===== src/rtl/pc_pkg.sv =====
// Shared definitions for the program-counter path: next-PC select codes
// and the default reset vector, also used by instruction decode.
package pc_pkg;

   typedef enum logic [2:0] {
      SEL_INC,
      SEL_JMP,
      SEL_CALL,
      SEL_RET,
      SEL_HOLD
   } pc_sel_t;

   localparam logic [31:0] DEFAULT_RESET_VEC = 32'h0;

endpackage


===== src/rtl/ret_stack.sv =====
// Return-address stack: DEPTH entries of AW bits, occupancy counter sp,
// full/empty status. Push and pop are requested by the PC unit; a pop
// wins over a push, and requests that would over/underflow are dropped.
module ret_stack #(
   parameter int AW    = 8,
   parameter int DEPTH = 4
) (
   input  logic                   clk,
   input  logic                   rst,
   input  logic                   push,
   input  logic                   pop,
   input  logic [AW-1:0]          push_data,
   output logic [AW-1:0]          top_data,
   output logic [$clog2(DEPTH):0] sp,
   output logic                   full,
   output logic                   empty
);

   localparam int IW = $clog2(DEPTH);

   logic [AW-1:0] mem [DEPTH];
   logic [IW-1:0] wr_idx;
   logic [IW-1:0] top_idx;
   logic          do_push;
   logic          do_pop;

   assign full    = (sp == (IW+1)'(DEPTH));
   assign empty   = (sp == '0);
   assign do_pop  = pop && !empty;
   assign do_push = push && !pop && !full;

   // Slot indices; when full the low bits of sp are zero, so top_idx wraps to DEPTH-1.
   assign wr_idx   = sp[IW-1:0];
   assign top_idx  = sp[IW-1:0] - IW'(1);
   assign top_data = mem[top_idx];

   // Entry storage, written on the falling edge alongside the PC.
   // NOTE: the array has no reset -- only sp is cleared, which makes every
   // entry unreachable, and leaving memories unreset lets them map to RAM.
   always_ff @(negedge clk) begin
      if (do_push) mem[wr_idx] <= push_data;
   end

   // Occupancy counter; reset discards the whole stack at once.
   always_ff @(negedge clk or posedge rst) begin
      if (rst)          sp <= '0;
      else if (do_pop)  sp <= sp - (IW+1)'(1);
      else if (do_push) sp <= sp + (IW+1)'(1);
   end

endmodule


===== src/rtl/pc_stack_unit.sv =====
// Program-counter unit: sequential increment, absolute/relative jumps and
// call/return through ret_stack. All state moves on the falling edge so the
// instruction memory sees a settled address at its next rising edge.
module pc_stack_unit
   import pc_pkg::*;
#(
   parameter int            AW        = 8,
   parameter int            DEPTH     = 4,
   parameter logic [AW-1:0] RESET_VEC = AW'(DEFAULT_RESET_VEC)
) (
   input  logic                   clk,
   input  logic                   rst,
   input  logic                   stall,
   input  logic                   jmp_en,
   input  logic                   jmp_rel,
   input  logic [AW-1:0]          jmp_addr,
   input  logic                   call_en,
   input  logic                   ret_en,
   output logic [AW-1:0]          pc,
   output logic [$clog2(DEPTH):0] sp,
   output logic                   stack_ovf,
   output logic                   stack_unf
);

   pc_sel_t       sel;
   logic [AW-1:0] pc_inc;
   logic [AW-1:0] target;
   logic [AW-1:0] pc_next;
   logic [AW-1:0] ret_addr;
   logic          full;
   logic          empty;
   logic          ovf_set;
   logic          unf_set;

   assign pc_inc = pc + AW'(1);
   assign target = jmp_rel ? (pc + jmp_addr) : jmp_addr;

   // A faulting call/return holds the PC and raises its sticky flag.
   assign ovf_set = !stall && !ret_en && call_en && full;
   assign unf_set = !stall && ret_en && empty;

   // Next-PC source, priority stall > ret > call > jmp > increment.
   // NOTE: sel gets a default before any branch so no path leaves it
   // unassigned -- otherwise synthesis infers a latch.
   always_comb begin
      sel = SEL_INC;
      if (stall)        sel = SEL_HOLD;
      else if (ret_en)  sel = empty ? SEL_HOLD : SEL_RET;
      else if (call_en) sel = full ? SEL_HOLD : SEL_CALL;
      else if (jmp_en)  sel = SEL_JMP;
   end

   // Next-PC mux driven by the select code.
   always_comb begin
      pc_next = pc_inc;
      case (sel)
         SEL_JMP,
         SEL_CALL: pc_next = target;
         SEL_RET:  pc_next = ret_addr;
         SEL_HOLD: pc_next = pc;
         default:  pc_next = pc_inc;
      endcase
   end

   ret_stack #(
      .AW    (AW),
      .DEPTH (DEPTH)
   ) u_ret_stack (
      .clk       (clk),
      .rst       (rst),
      .push      (sel == SEL_CALL),
      .pop       (sel == SEL_RET),
      .push_data (pc_inc),
      .top_data  (ret_addr),
      .sp        (sp),
      .full      (full),
      .empty     (empty)
   );

   // PC register, loaded with the reset vector asynchronously.
   // NOTE: registers use non-blocking assignment so every flop samples the
   // pre-edge values of its neighbours, matching real hardware.
   always_ff @(negedge clk or posedge rst) begin
      if (rst) pc <= RESET_VEC;
      else     pc <= pc_next;
   end

   // Sticky fault flags, cleared only by reset.
   always_ff @(negedge clk or posedge rst) begin
      if (rst) begin
         stack_ovf <= 1'b0;
         stack_unf <= 1'b0;
      end else begin
         if (ovf_set) stack_ovf <= 1'b1;
         if (unf_set) stack_unf <= 1'b1;
      end
   end

endmodule


===== config.mk =====
export PLATFORM = sky130hd
export DESIGN_NAME = pc_stack_unit
export DESIGN_NICKNAME = d
export VERILOG_FILES = /design/src/rtl/pc_pkg.sv /design/src/rtl/ret_stack.sv /design/src/rtl/pc_stack_unit.sv
export SDC_FILE = /design/constraint.sdc
export NUM_CORES = 1
export LEC_CHECK = 0
export ABC_AREA = 1
export BUFFER_PORTS_ARGS = -buffer_cell sky130_fd_sc_hd__buf_2
export CAP_MARGIN = 20
export CORE_UTILIZATION = 53
export DETAILED_ROUTE_END_ITERATION = 10
export PLACE_DENSITY = 0.85
export RECOVER_POWER = 25
export SYNTH_ARGS = -nofsm -noshare
export SYNTH_HDL_FRONTEND = slang
export SYNTH_HIERARCHICAL = 1
export SYNTH_SLANG_ARGS = --single-unit

===== constraint.sdc =====
create_clock -name clk -period 3.61 [get_ports clk]
set_input_delay 0.5415 -clock clk [delete_from_list [all_inputs] [get_ports clk]]
set_output_delay 0.5415 -clock clk [all_outputs]
set_load 0.02 [all_outputs]

==> results of run 1 <==
-- metrics by stage --
step / instances / setup TNS (ns)
after detailed placement: 439 / -4.952
after CTS: 478 / 0
final: 478 / 0
after global placement: 439 / -2.913
after floorplan: 322 / -2.104
after global routing: 478 / 0
-- flip-flops by register name, summed over array words and instances, names as in the netlist --
| name | cells |
|---|---|
| pc | 8 |
| stack_ovf | 1 |
| stack_unf | 1 |
| u_ret_stack/mem | 32 |
| u_ret_stack/sp | 3 |
-- area by class of cell --
type	instances	area [um^2]	share of cell area
timing repair buffer	52	322.8	0.09406
multi-input combinational	220	1301	0.3791
inverter	51	219.0	0.06380
tap	70	87.58	0.02552
clock inverter	35	146.4	0.04265
sequential	45	1286	0.3748
clock buffer	5	68.82	0.02005
-- cells in the mapped netlist (all sizes together) --
master	instances
nand2	74
or2	1
ha	12
xor2	5
nor2	53
o22ai	8
buf	5
edfxtp	32
nand4	4
o21ai	21
fa	2
a21o	2
nand3	21
inv	52
a21oi	14
o21bai	1
dfrtn	13
a31oi	2
-- cells in the final DEF, fill, tap and decap left out, types with 5 or more instances in the layout --
master and n:
edfxtp_1 32, o21ai_0 17, nor2_2 9, nand3_1 19, o22ai_2 8, clkbuf_8 5
ha_1 12, xor2_1 5, dfrtn_1 13, nor2_1 42, buf_2 27, a21oi_1 7
inv_1 75, buf_4 25, a21oi_2 7, nand2_1 64, nand2_2 6
-- worst register-to-register path, stage by stage, from the launching register on --
cell and delay (ns):
dfrtn_1 0.40, buf_4 0.26, inv_8 0.12, ha_1 0.27
nand2_1 0.14, inv_1 0.10, o21ai_4 0.20, nand3_4 0.11
inv_6 0.08, nand2_4 0.05, fa_2 0.33, inv_1 0.09
nand4_1 0.10, nand3_1 0.09, nand2_1 0.07
-- how the worst min path moves through the flow --
stage                     startpoint   endpoint  slack, ns  cells after the start
after floorplan            stack_ovf  stack_ovf       0.53                      1
after global placement     stack_ovf  stack_ovf       0.40                      1
after detailed placement   stack_ovf  stack_ovf       0.41                      1
after CTS                  stack_ovf  stack_ovf       0.41                      1
after global routing       stack_unf  stack_unf       0.43                      1
final                      stack_ovf  stack_ovf       0.40                      1
-- kinds of logic after synthesis --
kind of cell	after synthesis
adders and majority gates	14
DFF	45
buffers and inverters	57
and+or+nand+nor	153
AOI/OAI and AO/OA	48
xor gates and xnor gates	5
-- power by group through the flow --
| stage | combinational (uW) | sequential [uW] | clock [uW] |
|---|---|---|---|
| floorplan | 1060 | 919 | 54.8 |
| global placement | 1470 | 844 | 54.8 |
| detailed placement | 1540 | 846 | 54.8 |
| CTS | 1560 | 839 | 479 |
| global route | 1740 | 852 | 525 |
| finish | 1570 | 839 | 470 |
-- layer usage --
layer  vias up  wire [um]
li1       1217          -
met1      1126       2497
met2        82       3311
met3        12        282
met4         0         88
met5         -          0
-- repair_timing --
item	4_1_cts	5_1_grt
endpoints found under the setup margin	0	1
hold buffers	0	0
resized for setup	0	1
==> results.cfg, run 1 <==
[place]
io_buffers = 27
dp_hpwl_um = 4478
dp_worst_setup_slack_ns = -0.1896
gp_congestion = 0.8075
post_dp_cell_area_um2 = 3217

[finish]
fin_area_um2 = 3432
fill_cells = 418
area_growth_pct = 21.00
final_util = 0.6677
nets = 436
diodes = 0
drive_gt1_frac = 0.2696

[clock_tree]
path_clk_slew_ns = 0.07
htreeDepth = 2
clkLatencyLatePin_ns = 0.37
cts_setup_buffers = 0
cts-root-buf = clkbuf_8
numCtsBuffers = 5
clock-sinks = 45
cts_tree = yes
clk_path_buf_depth = 2

[global_route]
track_usage = 0.2448
grt_max_degree = 21
grt_use_met2 = 0.4434
use_met3 = 0.05355
grt_pass1_wl_um = 10090
use_met1 = 0.2785
busiest_layer = met2
grt_pass1_vias = 2312
grt_overflow = 0
antenna_found_initial = 0

[routing]
vias = 2437
drtPass1Iterations = 4
drcViolationCount = 0
wl_per_cell_um = 12.93
viasPerCell = 5.098
routed_wl_um = 6179
drt_iter0_drc = 191
detail-route-antenna-nets = 0

[synthesis]
synth_area_leaders = edfxtp_1 (34%), dfrtn_1 (11%), nand2_1 (8.6%)
netlist_area_um2 = 2836
synth_warnings = 6
synth_mux_area_frac = 0
synth_compound_area_frac = 0.1226
syn_nets = 351
syn_inst = 322
ys_types = 34
syn_area_per_cell_um2 = 8.809
synthAdderAreaFrac = 0.06705
synth-simple-area-share = 0.2488
synth_top_cell_by_area = edfxtp_1
ys_seq_area_frac = 0.4535
synth_top_family_by_area = simple AND/OR/NAND/NOR gates
synth_top_area_frac = 0.3388
ys_ff_latch = 45
synth-xor-area-share = 0.01544

[power_and_ir_drop]
p_comb_frac = 0.545
switching_share = 0.4799
pwr-share-seq = 0.292
p_int_uw = 1496
ir_drop_mv = 0.4154
switchingPower_uw = 1380
p_clk_frac = 0.163
power_uw = 2876
p_per_area_nw_per_um2 = 838.1
power.leakage_uw = 0.001726

[worst_setup_path]
path_cells = buf_2 > inv_12 > o21ai_4 > nand3_4 > inv_6 > nand2_4 > fa_2 > inv_1 > nand4_1 > nand3_1 > nand2_1
r2r_start = u_ret_stack/sp[0]
critical_path_class = in -> reg
path_depth = 11
crit_required_ns = 1.96
start_kind = input port
crit_path_top_delay_cell = fa_2
arrival_ns = 1.85
rr_endpoint = u_ret_stack/sp[2]
r2r_cells = 14
cp_top_family = simple AND/OR/NAND/NOR gates
cp_max_fo = 3
endpoint = u_ret_stack/sp[2]
worst-path-buf-inv = 4
reg2reg_slack_ns = 1.05
critPathCaptureType = flip-flop
startpoint = call_en
max_stage_delay_ns = 0.33

[timing]
worst_slack_ns = 0.1055
finalHoldViolations = 0
rsz0062_at_grt = no
slew_violations = 0
whs_ns = 0.4040
fin_worst_skew_ns = 0.07259
setup_viol = 0
worst_pin_slew_ns = 0.4138
relSlewSlack = 0.7238

[run_status]
run_status = finished clean

[die]
boundaryPins = 28
dieHeight_um = 75.16
die_area_um2 = 5648
start_util = 0.5518
rows = 26
die_w_um = 75.16
core_area_um2 = 5140

[flow_run]
maxCapViolCount = 0

[min_path]
min_path_type = reg -> reg
Power figures use the tool's default switching activity.
==> run 2: changes to the inputs <==
Settings changed: ABC_AREA 1 to default, CAP_MARGIN 20 to default, CORE_MARGIN from default to 3.
==> run 2 against run 1 <==
Compared with the run above:
- clock power increased by 4%
- critical path depth decreased by 2
- combinational power is 17% lower
- first-iteration DRC count shrank 8.9%
- via count is 13% lower
- largest cell class unchanged
- routed wire length fell by 6.2%
- die area grew 6.1%
==> results.cfg, run 2 <==
[timing]
slew_violations = 0
fin_worst_skew_ns = 0.07025
worst_pin_slew_ns = 0.4770
finalHoldViolations = 0
worst_slack_ns = 0.07251
setup_viol = 0
tns_ns = 0
relSlewSlack = 0.6797

[worst_setup_path]
rr_endpoint = u_ret_stack/sp[1]
path_depth = 9
start_kind = input port
worst-path-buf-inv = 2
arrival_ns = 1.88
startpoint = jmp_addr[0]
crit_required_ns = 1.95
r2r_cells = 12
reg2reg_slack_ns = 0.79
path_cells = buf_8 > ha_4 > inv_2 > fa_2 > nor2b_4 > o31a_1 > o22ai_2 > mux2i_1 > a41oi_2
critPathCaptureType = flip-flop
r2r_start = u_ret_stack/sp[0]
cp_max_fo = 3
endpoint = pc[6]
max_stage_delay_ns = 0.27
crit_path_top_delay_cell = o31a_1
cp_top_family = compound AO/OA/AOI/OAI gates
critical_path_class = in -> reg

[routing]
wl_per_cell_um = 15.37
drt_iter0_drc = 174
vias = 2123
drtPass1Iterations = 6
routed_wl_um = 5796
wl_met3_um = 252
top_layer = met4
drt-met1-wl_um = 2439
detail-route-antenna-nets = 0
viasPerCell = 5.631
drcViolationCount = 0
route.met2.wl_um = 3013

[finish]
largest_register = u_ret_stack/mem
diodes = 0
drive_gt1_frac = 0.3161
largestRegisters = u_ret_stack/mem x32, pc x8, u_ret_stack/sp x3
largest_reg_flops = 32
area_growth_pct = 24.58
layout_common_cells = inv_1 (42), edfxtp_1 (32), buf_4 (27), buf_2 (26), nor2_1 (18)
layout_commonest_cell = inv_1
register_area_um2 = 1286
fin_area_um2 = 3367
final_util = 0.6990
multi_input_area_um2 = 1361
nets = 338
fill_cells = 374

[clock_tree]
clkLatencyLatePin_ns = 0.38
clk_path_buf_depth = 2
cts_tree = yes
cts-root-buf = clkbuf_8
path_clk_slew_ns = 0.07
clock-sinks = 45
htreeDepth = 2
numCtsBuffers = 5

[synthesis]
async_flop_share = 0.2889
syn_area_per_cell_um2 = 12.07
synth_area_leaders = edfxtp_1 (36%), dfrtn_1 (12%), mux4_2 (6.7%)
syn_inst = 224
dominantRegCellSynth = edfxtp_1
syn_nets = 253
ys_types = 63
ys_seq_area_frac = 0.4759
synth_most_common_cell = edfxtp_1
synth_top_area_frac = 0.3556
synth_warnings = 6
synth_top_cell_by_area = edfxtp_1
ys_ff_latch = 45
netlist_area_um2 = 2703
synth_edf_count = 32
synth_commonest_cells = edfxtp_1 (32), nor2_1 (19), dfrtn_1 (13), ha_1 (12), inv_1 (12)

[power_and_ir_drop]
p_int_uw = 1548
power.leakage_uw = 0.001453
switching_share = 0.4168
ir_drop_mv = 0.4064
switchingPower_uw = 1107
pwr-share-seq = 0.327
p_comb_frac = 0.490
p_per_area_nw_per_um2 = 788.5
p_clk_frac = 0.184
power_uw = 2655

[global_route]
grt_pass1_wl_um = 9956
grt_overflow = 0
antenna_found_initial = 0
track_usage = 0.2127
grt_max_degree = 17
grt_pass1_vias = 2129

[flow_run]
maxCapViolCount = 0

[die]
die_area_um2 = 5992
boundaryPins = 28
die_w_um = 77.41
rows = 25
dieHeight_um = 77.41
core_area_um2 = 4817
start_util = 0.5610

[place]
dp_hpwl_um = 4294
gp_congestion = 0.7951
io_buffers = 27
post_dp_cell_area_um2 = 3122
dp_worst_setup_slack_ns = -0.3113

[run_status]
run_status = finished clean

[min_path]
min_path_type = reg -> reg
[run 2: power groups by stage]
stage	Combinational [uW]	Sequential, uW	Clock (uW)
after detailed placement	1280	873	54.8
after global placement	1250	866	54.8
final	1300	867	487
after global routing	1430	884	569
after CTS	1290	867	506
after floorplan	845	932	54.8
[run 2: area by class of cell]
class                   count  share of cell area
inverters                  12             0.01338
multi-input cells         158              0.4043
flip-flops and latches     45              0.3820
repair buffers             55              0.1093
well taps                  67             0.02490
clock buffers               5             0.02044
clock inverters            35             0.04571
[run 2: layer usage]
layer / track usage / vias to the layer above
met3: 0.05220 / 8
met5: 0 / -
met2: 0.3497 / 52
met4: 0.09253 / 0
li1: - / 1015
met1: 0.2674 / 1048
[run 2: cell families after synthesis]
family / Yosys count / share of synthesized area
compound gates: 57 / 0.1620
xor+xnor: 7 / 0.02269
fa+ha+maj: 14 / 0.07037
buf+inv: 21 / 0.04259
flops: 45 / 0.4759
mux: 13 / 0.08611
simple gates: 67 / 0.1403
[run 2: how the worst min path moves through the flow]
stage | cells after the start | slack (ns) | startpoint | end
finish | 1 | 0.42 | stack_unf | stack_unf
global route | 1 | 0.45 | stack_unf | stack_unf
CTS | 1 | 0.43 | stack_unf | stack_unf
detailed placement | 1 | 0.43 | stack_unf | stack_unf
global placement | 1 | 0.41 | stack_ovf | stack_ovf
floorplan | 1 | 0.53 | stack_ovf | stack_ovf
[run 2: timing repair]
item | in CTS | in global routing
hold buffers | 0 | 0
gates resized for setup | 0 | 5
setup endpoints to repair | 0 | 2
buffers inserted | 0 | 1
[run 2: stage by stage]
step | instances | hold slack [ns]
after floorplan | 224 | 0.5261
after global placement | 337 | 0.4052
after detailed placement | 337 | 0.4272
after CTS | 376 | 0.4315
after global routing | 377 | 0.4546
final | 377 | 0.4239
